$ cat config.mk
export PLATFORM = sky130hd
export DESIGN_NAME = gg_patch_engine_flat
export DESIGN_NICKNAME = d
export VERILOG_FILES = /design/src/rtl/gg_patch_engine_if.sv /design/src/rtl/gg_patch_engine.sv /design/src/flat_wrapper.sv
export SDC_FILE = /design/constraint.sdc
export NUM_CORES = 1
export LEC_CHECK = 0
export CAP_MARGIN = 30
export CORE_MARGIN = 2
export CORE_UTILIZATION = 55
export CTS_BUF_LIST = sky130_fd_sc_hd__clkbuf_8
export DETAILED_ROUTE_END_ITERATION = 7
export PLACE_DENSITY = 0.8
export SYNTH_ARGS = -nofsm -noshare
export SYNTH_HDL_FRONTEND = slang
export SYNTH_SLANG_ARGS = --single-unit
$ cat constraint.sdc
create_clock -name clk_sys -period 6.3 [get_ports clk_sys]
set_input_delay 1.26 -clock clk_sys [delete_from_list [all_inputs] [get_ports clk_sys]]
set_output_delay 1.26 -clock clk_sys [all_outputs]
set_load 0.05 [all_outputs]
$ cat src/rtl/gg_patch_engine_if.sv
`default_nettype none
// ============================================================================
//  Module   : gg_patch_engine_if
//  Brief    : CPU ROM read-path bundle between the CPU side and the Game
//             Genie patch engine (address, read pulse, ROM byte in, byte out).
//  Revision : 1.0 - initial release
// ============================================================================
interface gg_patch_engine_if #(
    parameter int ADDR_W = 16
);
    logic [ADDR_W-1:0] cpu_addr;
    logic              cpu_rd;
    logic [7:0]        data_in;
    logic [7:0]        data_out;
    logic              hit;

    // CPU / ROM side: presents the read and the original byte, consumes the result
    modport master (
        output cpu_addr,
        output cpu_rd,
        output data_in,
        input  data_out,
        input  hit
    );

    // Patch engine side
    modport slave (
        input  cpu_addr,
        input  cpu_rd,
        input  data_in,
        output data_out,
        output hit
    );
endinterface
`default_nettype wire

$ cat src/rtl/gg_patch_engine.sv
`default_nettype none
// ============================================================================
//  Module   : gg_patch_engine
//  Brief    : Game Genie cheat table sitting on the Z80 ROM read-data path.
//             Holds up to NUM_CODES {addr, cmp, rep} entries and substitutes
//             the replace byte when the CPU reads a matching address.
//  Options  : GG_COMPARE_EN - when defined, entries with the compare flag
//             only patch if the original ROM byte equals the compare value.
//  Revision : 1.0 - initial release
// ============================================================================
module gg_patch_engine #(
    parameter int NUM_CODES = 16,
    parameter int ADDR_W    = 16
) (
    input  wire logic                           clk_sys,
    input  wire logic                           reset,
    input  wire logic                           enable,
    input  wire logic                           code_clear,
    input  wire logic [128:0]                   code_in,
    gg_patch_engine_if.slave                    bus,
    output logic [$clog2(NUM_CODES+1)-1:0]      code_count,
    output logic                                overflow
);

    localparam int C_IDX_W = $clog2(NUM_CODES);
    localparam int C_CNT_W = $clog2(NUM_CODES + 1);
    localparam logic [C_CNT_W-1:0] C_FULL_CNT = C_CNT_W'(NUM_CODES);

    typedef enum logic [1:0] {
        EMPTY   = 2'd0,
        PARTIAL = 2'd1,
        FULL    = 2'd2
    } state_t;

    // ------------------------------------------------------------------
    // Code word fields
    // ------------------------------------------------------------------
    logic              w_strobe;
    logic [ADDR_W-1:0] w_code_addr;
    logic [7:0]        w_code_rep;
    logic              unused_code_bits;

    assign w_strobe    = code_in[128];
    assign w_code_addr = code_in[64 +: ADDR_W];
    assign w_code_rep  = code_in[7:0];
    // Most of the 129-bit word carries nothing this engine needs
    assign unused_code_bits = ^code_in;

`ifdef GG_COMPARE_EN
    logic [7:0] w_code_cmp;
    logic       w_code_cmpen;
    assign w_code_cmp   = code_in[39:32];
    assign w_code_cmpen = code_in[96];
`endif

    // ------------------------------------------------------------------
    // Slot table
    // ------------------------------------------------------------------
    logic [NUM_CODES-1:0] slot_valid_q;
    logic [ADDR_W-1:0]    slot_addr_q [NUM_CODES];
    logic [7:0]           slot_rep_q  [NUM_CODES];
`ifdef GG_COMPARE_EN
    logic [7:0]           slot_cmp_q   [NUM_CODES];
    logic                 slot_cmpen_q [NUM_CODES];
`endif

    // Per-slot address comparators for both the CPU read and the loader
    logic [NUM_CODES-1:0] w_rd_match;
    logic [NUM_CODES-1:0] w_ld_match;

    generate
        for (genvar gi = 0; gi < NUM_CODES; gi++) begin : g_slot_cmp
            assign w_rd_match[gi] = slot_valid_q[gi] && (slot_addr_q[gi] == bus.cpu_addr);
            assign w_ld_match[gi] = slot_valid_q[gi] && (slot_addr_q[gi] == w_code_addr);
        end
    endgenerate

    // Lowest-index priority encode of both match vectors
    logic               w_rd_any;
    logic [C_IDX_W-1:0] w_rd_idx;
    logic               w_ld_any;
    logic [C_IDX_W-1:0] w_ld_idx;

    // Scan downward so the lowest matching slot is the last one assigned
    always_comb begin
        w_rd_any = |w_rd_match;
        w_ld_any = |w_ld_match;
        w_rd_idx = '0;
        w_ld_idx = '0;
        for (int i = NUM_CODES - 1; i >= 0; i--) begin
            if (w_rd_match[i]) w_rd_idx = C_IDX_W'(i);
            if (w_ld_match[i]) w_ld_idx = C_IDX_W'(i);
        end
    end

    // ------------------------------------------------------------------
    // Load control (state tracks code_count: 0 / 1..N-1 / N)
    // ------------------------------------------------------------------
    state_t             state_q, state_d;
    logic [C_CNT_W-1:0] count_q, count_d;
    logic               overflow_q, overflow_d;
    logic               w_wr_en;
    logic [C_IDX_W-1:0] w_wr_idx;

    // Next count/overflow/state and slot write select; clear beats a strobe
    always_comb begin
        count_d    = count_q;
        overflow_d = overflow_q;
        w_wr_en    = 1'b0;
        w_wr_idx   = '0;
        state_d    = state_q;

        if (code_clear) begin
            count_d    = '0;
            overflow_d = 1'b0;
        end else if (w_strobe) begin
            if (w_ld_any) begin
                // Re-loading an existing address updates it in place
                w_wr_en  = 1'b1;
                w_wr_idx = w_ld_idx;
            end else if (state_q != FULL) begin
                w_wr_en  = 1'b1;
                w_wr_idx = count_q[C_IDX_W-1:0];
                count_d  = count_q + 1'b1;
            end else begin
                overflow_d = 1'b1;
            end
        end

        if (count_d == '0)             state_d = EMPTY;
        else if (count_d == C_FULL_CNT) state_d = FULL;
        else                           state_d = PARTIAL;
    end

    // Load state, occupancy count and sticky overflow
    always_ff @(posedge clk_sys) begin
        if (reset) begin
            state_q    <= EMPTY;
            count_q    <= '0;
            overflow_q <= 1'b0;
        end else begin
            state_q    <= state_d;
            count_q    <= count_d;
            overflow_q <= overflow_d;
        end
    end

    // Slot storage; only the valid bits need clearing
    always_ff @(posedge clk_sys) begin
        if (reset || code_clear) begin
            slot_valid_q <= '0;
        end else if (w_wr_en) begin
            slot_valid_q[w_wr_idx] <= 1'b1;
            slot_addr_q[w_wr_idx]  <= w_code_addr;
            slot_rep_q[w_wr_idx]   <= w_code_rep;
`ifdef GG_COMPARE_EN
            slot_cmp_q[w_wr_idx]   <= w_code_cmp;
            slot_cmpen_q[w_wr_idx] <= w_code_cmpen;
`endif
        end
    end

    // ------------------------------------------------------------------
    // Lookup pipeline: capture the winning slot on each new read
    // ------------------------------------------------------------------
    logic       hit_q;
    logic [7:0] rep_q;
`ifdef GG_COMPARE_EN
    logic [7:0] cmp_q;
    logic       cmpen_q;
`endif

    // Lookup registers hold until the next cpu_rd
    always_ff @(posedge clk_sys) begin
        if (reset || code_clear) begin
            hit_q   <= 1'b0;
            rep_q   <= '0;
`ifdef GG_COMPARE_EN
            cmp_q   <= '0;
            cmpen_q <= 1'b0;
`endif
        end else if (bus.cpu_rd) begin
            hit_q   <= enable & w_rd_any;
            rep_q   <= slot_rep_q[w_rd_idx];
`ifdef GG_COMPARE_EN
            cmp_q   <= slot_cmp_q[w_rd_idx];
            cmpen_q <= slot_cmpen_q[w_rd_idx];
`endif
        end
    end

    // Output mux; enable gates immediately so a disable never waits for a read
    logic w_patch;
    always_comb begin
`ifdef GG_COMPARE_EN
        w_patch = hit_q & enable & (~cmpen_q | (bus.data_in == cmp_q));
`else
        w_patch = hit_q & enable;
`endif
        bus.data_out = w_patch ? rep_q : bus.data_in;
        bus.hit      = w_patch;
    end

    assign code_count = count_q;
    assign overflow   = overflow_q;

endmodule
`default_nettype wire

$ cat src/flat_wrapper.sv
// flat-port wrapper written by rule: the top's interface ports become plain ports
module gg_patch_engine_flat 
#(
    parameter int NUM_CODES = 16,
    parameter int ADDR_W    = 16
)
  (clk_sys, reset, enable, code_clear, code_in, code_count, overflow, bus_cpu_addr, bus_cpu_rd, bus_data_in, bus_data_out, bus_hit);
  gg_patch_engine_if #(.ADDR_W(ADDR_W)) bus_i ();
  input  wire logic clk_sys;
  input  wire logic reset;
  input  wire logic enable;
  input  wire logic code_clear;
  input  wire logic [128:0] code_in;
  output logic [$clog2(NUM_CODES+1)-1:0] code_count;
  output logic overflow;
  input wire logic [$bits(bus_i.cpu_addr)-1:0] bus_cpu_addr;
  input wire logic [$bits(bus_i.cpu_rd)-1:0] bus_cpu_rd;
  input wire logic [$bits(bus_i.data_in)-1:0] bus_data_in;
  output wire logic [$bits(bus_i.data_out)-1:0] bus_data_out;
  output wire logic [$bits(bus_i.hit)-1:0] bus_hit;
  assign bus_i.cpu_addr = bus_cpu_addr;
  assign bus_i.cpu_rd = bus_cpu_rd;
  assign bus_i.data_in = bus_data_in;
  assign bus_data_out = bus_i.data_out;
  assign bus_hit = bus_i.hit;
  gg_patch_engine #(.NUM_CODES(NUM_CODES), .ADDR_W(ADDR_W)) u_core (.clk_sys(clk_sys), .reset(reset), .enable(enable), .code_clear(code_clear), .code_in(code_in), .bus(bus_i), .code_count(code_count), .overflow(overflow));
endmodule
=== Yosys cells after proc, flatten, opt, wreduce, memory -nomap -nowiden ===
Memory sizes are Yosys's and may differ from the RTL's. A register that Yosys moved wholly into a read port is not among the register bits.
Cells that the tools add are included.

* Add/subtract/negate cells: 1
* Multiply operators: 0
* Divide/modulo/power cells: 0
* $lt $le $gt $ge: 2
* Eq/ne operators: 34
* Shifts and indexed selects: 0
* Mux-type cells: 51
* Bitwise operators: 5
* Reduce and logical (&&, ||, !) cells: 40

{| class="wikitable"
|+ Operators by type and width
! operator !! number
|-
| $eq 16x16->1 || 32
|-
| $mux 4 || 36
|-
| $logic_and 1x1->1 || 33
|-
| $reduce_or 16->1 || 2
|-
| $mux 5 || 4
|-
| $or 16x16->16 || 1
|-
| $mux 1 || 8
|-
| $mux 8 || 1
|-
| $add 5x1->5 const B || 1
|-
| $eq 5x5->1 const B || 1
|-
| $logic_not 5->1 || 1
|-
| $lt 4x5->1 const B || 1
|-
| $demux 1 s4 || 1
|-
| $ge 4x1->1 const B || 1
|-
| $reduce_or 2->1 || 2
|-
| $reduce_and 3->1 || 1
|-
| $and 1x1->1 || 2
|-
| $mux 2 || 1
|-
| $ne 2x2->1 const B || 1
|-
| $not 1->1 || 2
|-
| $logic_or 1x1->1 || 1
|}

* Flip-flop bits (word level): 25
* Bits in latches: 0
* Bits in writable memories: 384
* ROM bits: 0
* Input port bits: 158
* Output and inout port bits: 15
* Logic and storage cells: 140
* Memories: 2

{| class="wikitable"
|+ Memory list
! memory !! depth !! bits a word !! rd ports !! clocked after Yosys merged registers in !! wr ports !! line !! RTL
|-
| u_core.slot_addr_q || 16 || 16 || 16 || 0 || 1 || gg_patch_engine.sv:60 || <nowiki>logic [ADDR_W-1:0] slot_addr_q [NUM_CODES];</nowiki>
|-
| u_core.slot_rep_q || 16 || 8 || 1 || 1 || 1 || gg_patch_engine.sv:61 || <nowiki>logic [7:0] slot_rep_q [NUM_CODES];</nowiki>
|}

=== Logic depth before layout (Yosys ltp) ===
Gate-level depths: netlist of the first run.

* Depth in word-level cells: 26
* Mapped depth: 15
* Gate-level depth less buffers: 11

=== Worst setup path before layout of the first run ===
No wires, ideal clock.

* Kind: input -> register
* Start: input code_in[65]
* End: memory u_core.slot_addr_q[2][0], enable pin
* Library setup time: 0.470 ns
* Data arrival time: 5.901 ns
* Required time: 5.830 ns
* Setup slack: -0.071 ns
* Cell stages on the path: 11
* Buffers on the path: 2
* Cell sequence: buf_4 -> xor2_1 -> or4_1 -> or4b_1 -> nor2_1 -> nand4bb_1 -> nor4_1 -> a21o_1 -> a21o_1 -> clkbuf_1 -> nor4_1

* Word-level cells in the longest chain between the ends: 21
* Elaborated cells between the ends (all ways): 58
* Those cells by class: 16 x eq/ne; 25 x mux; 17 x reduce/logical

{| class="wikitable"
|+ RTL lines
! element !! line !! RTL
|-
| start, declared || flat_wrapper.sv:13 || <nowiki>input wire logic [128:0] code_in;</nowiki>
|-
| $eq 16x16->1 || gg_patch_engine.sv:74 || <nowiki>assign w_ld_match[gi] = slot_valid_q[gi] && (slot_addr_q[gi] == w_code_addr);</nowiki>
|-
| $logic_and 1x1->1 || gg_patch_engine.sv:74 ||
|-
| $mux 4 (16 in a row) || gg_patch_engine.sv:92 || <nowiki>if (w_ld_match[i]) w_ld_idx = C_IDX_W'(i);</nowiki>
|-
| $mux 4 || gg_patch_engine.sv:117 || <nowiki>if (w_ld_any) begin</nowiki>
|-
| $mux 4 || gg_patch_engine.sv:116 || <nowiki>end else if (w_strobe) begin</nowiki>
|-
| $mux 4 || gg_patch_engine.sv:113 || <nowiki>if (code_clear) begin</nowiki>
|-
| end, declared || gg_patch_engine.sv:60 ||
|}

Parallel ways exist; a longest one is shown, timed or not.

=== Worst setup path after layout of the first run ===
* Start: input bus_cpu_addr[7]
* End: register u_core.rep_q[2] (read register of u_core.slot_rep_q)

* Word-level cells in the longest chain between the ends: 18
* Elaborated cells between the ends (all ways): 48
* Those cells by class: 16 x eq/ne; 16 x mux; 16 x reduce/logical

{| class="wikitable"
|+ RTL lines
! element !! line !! RTL
|-
| start, declared || flat_wrapper.sv:16 || <nowiki>input wire logic [$bits(bus_i.cpu_addr)-1:0] bus_cpu_addr;</nowiki>
|-
| $eq 16x16->1 || gg_patch_engine.sv:73 || <nowiki>assign w_rd_match[gi] = slot_valid_q[gi] && (slot_addr_q[gi] == bus.cpu_addr);</nowiki>
|-
| $logic_and 1x1->1 || gg_patch_engine.sv:73 ||
|-
| $mux 4 (15 in a row) || gg_patch_engine.sv:91 || <nowiki>if (w_rd_match[i]) w_rd_idx = C_IDX_W'(i);</nowiki>
|-
| $mux 4 * || gg_patch_engine.sv:91 ||
|-
| end, declared || gg_patch_engine.sv:167 || <nowiki>logic [7:0] rep_q;</nowiki>
|}

Every way passes the cells marked *; elsewhere a longest branch is shown, timed or not.
A chain may end at the register's enable or synchronous reset.

==> run metrics, run 1 <==
net count after synthesis=slightly above 2000; Synth cell types=85; largest family of logic cells by synthesized area=XOR/XNOR gates; core footprint=between 40000 and 50000 um2; Mapped Cells=roughly 1900; Post-CTS Setup Inserts=0; drt drc=0; setup slack at placement=between 0.5 and 0.6 ns; clk buf depth=3; Reg2Reg Capture Point=u_core.slot_addr_q[5][5]$_DFFE_PP_; number of cells after detailed placement=roughly 2500; CTS sink cnt=approximately 420; post-CTS sizing=0; Max IR drop VDD=approximately 0.16 mV; RSZ-0062 raised after global routing=false; Layout Nets=roughly 2200; area grow syn2layout=12.4%; Max stage delay on crit path=approximately 0.95 ns; post-DP HPWL=between 40000 and 50000 um; clock slew at reported path FFs=about 0.060 ns; critical path class=in2reg; synthesized flop and latch total=between 400 and 500; Post-Layout Cell Count=~2700; H-tree Lvls=3; io pins=173; gr usage total=32.7%; Peak Freq=approximately 190 MHz; YS warnings=0; Die Y-Extent=approximately 210 um; fin area=approximately 26000 um2; Worst EP required=6.83 ns; crit end category=flop; Register Area=12200 um2; multiplexer area fraction after synthesis=under 10%; Hold Path Sink=u_core.rep_q[4]$_SDFFE_PP0P_; leakage power=approximately 8.5 nW; DR iter-0 viols=between 2000 and 2500; share of layout cells above drive strength 1=a little over an eighth; Arrival @ worst endpoint=5.84 ns; vias in the first global route=roughly 17000; adder-cell share of the synthesized area=less than 1%; Hold Crit Class=reg2reg; WP buf/inv=2; GR Overflow Total=0; predominant post-synthesis flop cell=edfxtp_1; largest net degree at the start of global routing=42; maxcap violations=0; Multi-input gate area=10200 um2; CTS tree=done; clk root buf=clkbuf_8; ANT cells=0; DIE WIDTH=209 um; Final min period=~5.3 ns; reg2reg start=u_core.slot_addr_q[13][6]$_DFFE_PP_; Slowest-stage cell, CP=o21ai_1; Via Count=roughly 17000; sequential area share after synthesis=52.7%; worst setup margin=slightly below 1 ns; WHS Path Cells=2; Antenna Violating Nets Remaining=0; synthesized cell area=between 20000 and 25000 um2; Synth Area in XOR/XNOR=19.5%; Die Area=43700 um2; initial antenna violation count=0; critical path's most frequent cell=nor2_1; # hold bufs at CTS=0; commonest non-fill, non-tap cell in the layout=edfxtp_1; Port Buffer Count=68; Final setup viols=0; Synth Area in Compound Gates=slightly below 6%; Synth Area in Simple Gates=16.5%; CTS Buf Count=70; final hold vios=0; placed cell area=24600 um2; wirelength, routed=71800 um; Initial Utilization=55.4%; Post-synth EDFFs=~380; max_slew headroom=around 22%; setup TNS=0 ns; total power=about 6 mW; Max FO, Critical Path=8; startpoint type of the worst setup path=input pin; Pre-Repair DR Iteration Count=6; most frequent cells in the layout=384 x edfxtp_1, 314 x xor2_1, 202 x xnor2_1; worst skew pair latency=between 0.6 and 0.7 ns; first-pass GRT wire length=about 110000 um; R2R setup slack=between 1.5 and 2 ns; Worst Skew=between 0.02 and 0.03 ns; GPL Wtd Cong=between 0.9 and 1; Register-to-Register Path Depth=11; average size of a mapped cell=12.1 um2; run status=finished clean; wire per inst=around 27 um; Final period util=a little over four fifths; Worst path top cell family by delay=simple AND/OR/NAND/NOR gates; critical-path cell list=clkdlybuf4s50_1 > buf_4 > xor2_1 > or4b_2 > or4_1 > a21oi_1 > nor2_1 > o21ai_1 > a311oi_1 > nor4_1 > nor2_1 > o31ai_2; row cnt=75; Worst-Margin Slew=around 1.2 ns; ys async rst share=0%; P per Cell Area=approximately 230 nW/um2; Worst Min Path Start=u_core.rep_q[4]$_SDFFE_PP0P_; Avg Vias per Cell=6.48; Pins Over Slew Limit=0; number of fill cells=roughly 3100
## worst max-delay path by stage
stage	startpoint	to	slack, ns	cells after the start
6_report	bus_cpu_addr[7]	u_core.rep_q[2]$_SDFFE_PP0P_	0.99	12
5_1_grt	bus_cpu_addr[7]	u_core.rep_q[0]$_SDFFE_PP0P_	0.90	12
4_1_cts	bus_cpu_addr[7]	u_core.rep_q[6]$_SDFFE_PP0P_	1.21	12
3_5_place_dp	bus_cpu_addr[7]	u_core.rep_q[2]$_SDFFE_PP0P_	0.58	12
3_3_place_gp	bus_cpu_addr[7]	u_core.rep_q[2]$_SDFFE_PP0P_	0.68	12
2_1_floorplan	code_in[65]	u_core.slot_addr_q[2][0]$_DFFE_PP_	-0.07	11
## synthesized netlist by cell type (all sizes together), types with 18 or more instances
| library cell | n | share of area [%] |
|---|---|---|
| edfxtp | 384 | 50 |
| xor2 | 314 | 12 |
| xnor2 | 202 | 7.6 |
| nand2 | 136 | 2.2 |
| nor4 | 122 | 3.4 |
| nand3 | 84 | 1.8 |
| buf | 77 | 2.9 |
| nor2 | 73 | 1.2 |
| nand4 | 51 | 1.4 |
| o31ai | 38 | 1.4 |
| dfxtp | 33 | 2.9 |
| mux2i | 33 | 1.4 |
| or4 | 30 | 1.0 |
| nor3 | 26 | 0.58 |
| a311oi | 23 | 0.87 |
| clkbuf | 19 | 0.31 |
| nand2b | 19 | 0.52 |
| nand4b | 19 | 0.72 |
| a21o | 18 | 0.58 |
| nor4b | 18 | 0.71 |
## cell families after synthesis
group	after synthesis
flops	417
xor+xnor	516
buf+inv	109
simple gates	666
compound gates	164
mux	42
fa+ha+maj	2
## stage by stage
step | hold WS (ns) | util (%)
after floorplan | 0.422 | -
after global placement | 0.452 | 59.0
after detailed placement | 0.453 | 59.0
after CTS | 0.467 | 62.3
after global routing | 0.501 | 62.3
final | 0.463 | 62.3
## flip-flops by register name, indices dropped and copies added (netlist names)
register	cells
u_core.slot_addr_q	256
u_core.slot_rep_q	128
u_core.slot_valid_q	16
u_core.rep_q	8
u_core.code_count	5
u_core.state_q	2
u_core.hit_q	1
u_core.overflow	1
## final cells by class
cell class,instances,area share [%]
Clock buffer,80,4.23
Multi-Input combinational cell,1390,39.4
Sequential cell,417,46.9
Clock inverter,45,1.09
Tap cell,539,2.59
Inverter,13,0.188
Timing Repair Buffer,168,5.63
## worst min-delay path, cell delays in order, from the launching register on
cell	delay (ns)
dfxtp_1	0.33
nand2_1	0.06
o31ai_2	0.05
## metal layers
layer | routed length, um | vias up | global-route usage, %
li1 | - | 7469 | -
met4 | 3790 | 0 | 16.7
met5 | 0 | - | 0
met1 | 28100 | 8329 | 44.5
met3 | 8190 | 233 | 7.06
met2 | 31700 | 1142 | 49.7
## report_power, final
group | total [mW] | switching [mW] | leakage, nW | internal [mW]
registers | 3.03 | 0.00598 | 3.72 | 3.03
clock network | 2.42 | 1.10 | 0.795 | 1.32
logic | 0.529 | 0.351 | 4.02 | 0.178
No activity file was read; power rests on OpenSTA's default activity.
==> run 2: changes to the inputs <==
==> constraint.sdc (replaced) <==
create_clock -name clk_sys -period 4.8 [get_ports clk_sys]
set_input_delay 0.96 -clock clk_sys [delete_from_list [all_inputs] [get_ports clk_sys]]
set_output_delay 0.96 -clock clk_sys [all_outputs]
set_load 0.05 [all_outputs]
==> run metrics, run 2 (synthesis gave the netlist of run 1 again) <==
Post-Layout Cell Count=2771 (was 2652); drt drc=0 (unchanged); placed cell area=26000 um2 (was 24600 um2); Largest regs=u_core.slot_addr_q: 256 flops, u_core.slot_rep_q: 128 flops, u_core.slot_valid_q: 16 flops (unchanged); commonest non-fill, non-tap cell in the layout=edfxtp_1 (unchanged); P per Cell Area=286 nW/um2 (was 230 nW/um2); Final setup viols=0 (unchanged); io pins=173 (unchanged); core footprint=41800 um2 (unchanged); Worst-Margin Slew=0.840 ns (was 1.16 ns); worst skew pair latency=0.66 ns (was 0.62 ns); Largest register FFs=256 (unchanged); Port Buffer Count=68 (unchanged); number of fill cells=3073 (was 3146); first-pass GRT wire length=108000 um (was 105000 um); post-layout util=65.5% (was 62.3%); DIE WIDTH=209 um (unchanged); crit end category=flop (unchanged); row cnt=75 (unchanged); area grow syn2layout=18.3% (was 12.4%); Worst EP required=5.12 ns (was 6.83 ns); share of layout cells above drive strength 1=17.8% (was 13.3%); fin area=27400 um2 (was 26000 um2); total power=7.83 mW (was 5.99 mW); Pre-Repair DR Iteration Count=7 (was 6); number of cells after detailed placement=2637 (was 2527); wirelength, routed=74100 um (was 71800 um); most frequent cells in the layout=384 x edfxtp_1, 314 x xor2_1, 202 x xnor2_1 (unchanged); vias in the first global route=17235 (was 16876); critical path class=in2reg (unchanged); wire per inst=26.7 um (was 27.1 um); gr usage total=33.9% (was 32.7%); maxcap violations=0 (unchanged); Die Area=43700 um2 (unchanged); worst setup margin=0.336 ns (was 0.992 ns); Max IR drop VDD=0.207 mV (was 0.163 mV); CTS sink cnt=417 (unchanged); clk buf depth=3 (unchanged); Via Count=17715 (was 17173); # hold bufs at CTS=0 (unchanged); Pins Over Slew Limit=0 (unchanged); CTS tree=done (unchanged); RSZ-0062 raised after global routing=false (unchanged); initial antenna violation count=1 (was 0); leakage power=9.23 nW (was 8.53 nW); final hold vios=0 (unchanged); startpoint type of the worst setup path=input pin (unchanged); max_slew headroom=43.9% (was 22.5%); post-CTS sizing=0 (unchanged); largest net degree at the start of global routing=41 (was 42); Peak Freq=224 MHz; Hold Slack=0.463 ns (about the same); Initial Utilization=55.4% (unchanged); Final period util=about 93%; clock slew at reported path FFs=0.06 ns (about the same); Die Y-Extent=209 um (unchanged); Layout Nets=2332 (was 2220); GR Overflow Total=0 (unchanged); Hold Crit Class=reg2reg (unchanged); H-tree Lvls=3 (unchanged); Arrival @ worst endpoint=4.79 ns (was 5.84 ns); CTS Buf Count=72 (was 70); GPL Wtd Cong=0.981 (was 0.980); Post-CTS Setup Inserts=0 (unchanged); Worst Skew=0.0320 ns (was 0.0294 ns); Reg with most FFs=u_core.slot_addr_q (unchanged); Max FO, Critical Path=19 (was 8); setup slack at placement=-0.155 ns (was 0.583 ns); Avg Vias per Cell=6.39 (was 6.48); run status=finished clean (unchanged); Final min period=between 4 and 5 ns; setup TNS=0 ns (unchanged); clk root buf=clkbuf_8 (unchanged); post-DP HPWL=52000 um (was 48000 um); Antenna Violating Nets Remaining=0 (unchanged); DR iter-0 viols=2206 (was 2023)
==> run 2: final timing paths <==
path                                                      startpoint                           endpoint  slack [ns]  cells after the start
worst max-delay path                                     code_in[75]  u_core.slot_rep_q[5][6]$_DFFE_PP_        0.34                     18
worst min-delay path                    u_core.rep_q[4]$_SDFFE_PP0P_       u_core.rep_q[4]$_SDFFE_PP0P_        0.46                      2
worst max register to register  u_core.slot_addr_q[13][15]$_DFFE_PP_  u_core.slot_rep_q[5][6]$_DFFE_PP_        0.51                     16
worst min register to register          u_core.rep_q[4]$_SDFFE_PP0P_       u_core.rep_q[4]$_SDFFE_PP0P_        0.46                      2
==> run 2: cell type report <==
cell class	count	area [um2]	share of cell area, %
timing repair buffer	278	2830	10.3
clock buffer	76	1050	3.82
inverter	13	48.8	0.178
sequential	417	12200	44.6
tap	539	674	2.46
antenna	1	2.50	0.00914
clock inverter	57	288	1.05
multi-input combinational	1390	10300	37.6
==> run 2: critical path: stages <==
cell and delay, ns:
buf_2 0.23, buf_4 0.42, xor2_1 0.16, nor4_1 0.31
nand4b_1 0.13, nor4_1 0.31, buf_4 0.19, o21ba_2 0.16
o31ai_1 0.15, a221oi_1 0.22, buf_4 0.19, o221ai_1 0.21
nor2b_1 0.27, buf_4 0.17, nand3_1 0.09, buf_4 0.18
nor2_2 0.16, buf_4 0.26
==> run 2: metal layers <==
metal  wire [um]  vias to the layer above  GRT usage [%]
li1            -                     7713              -
met1       28600                     8595           45.6
met2       33100                     1194           51.5
met3        9280                      213           9.21
met4        3110                        0           15.1
met5           0                        -              0
==> run 2: where the power goes <==
group | total, mW | switching [mW] | internal [mW]
combinational | 0.775 | 0.484 | 0.291
clock | 3.07 | 1.54 | 1.53
sequential | 3.98 | 0.00760 | 3.97
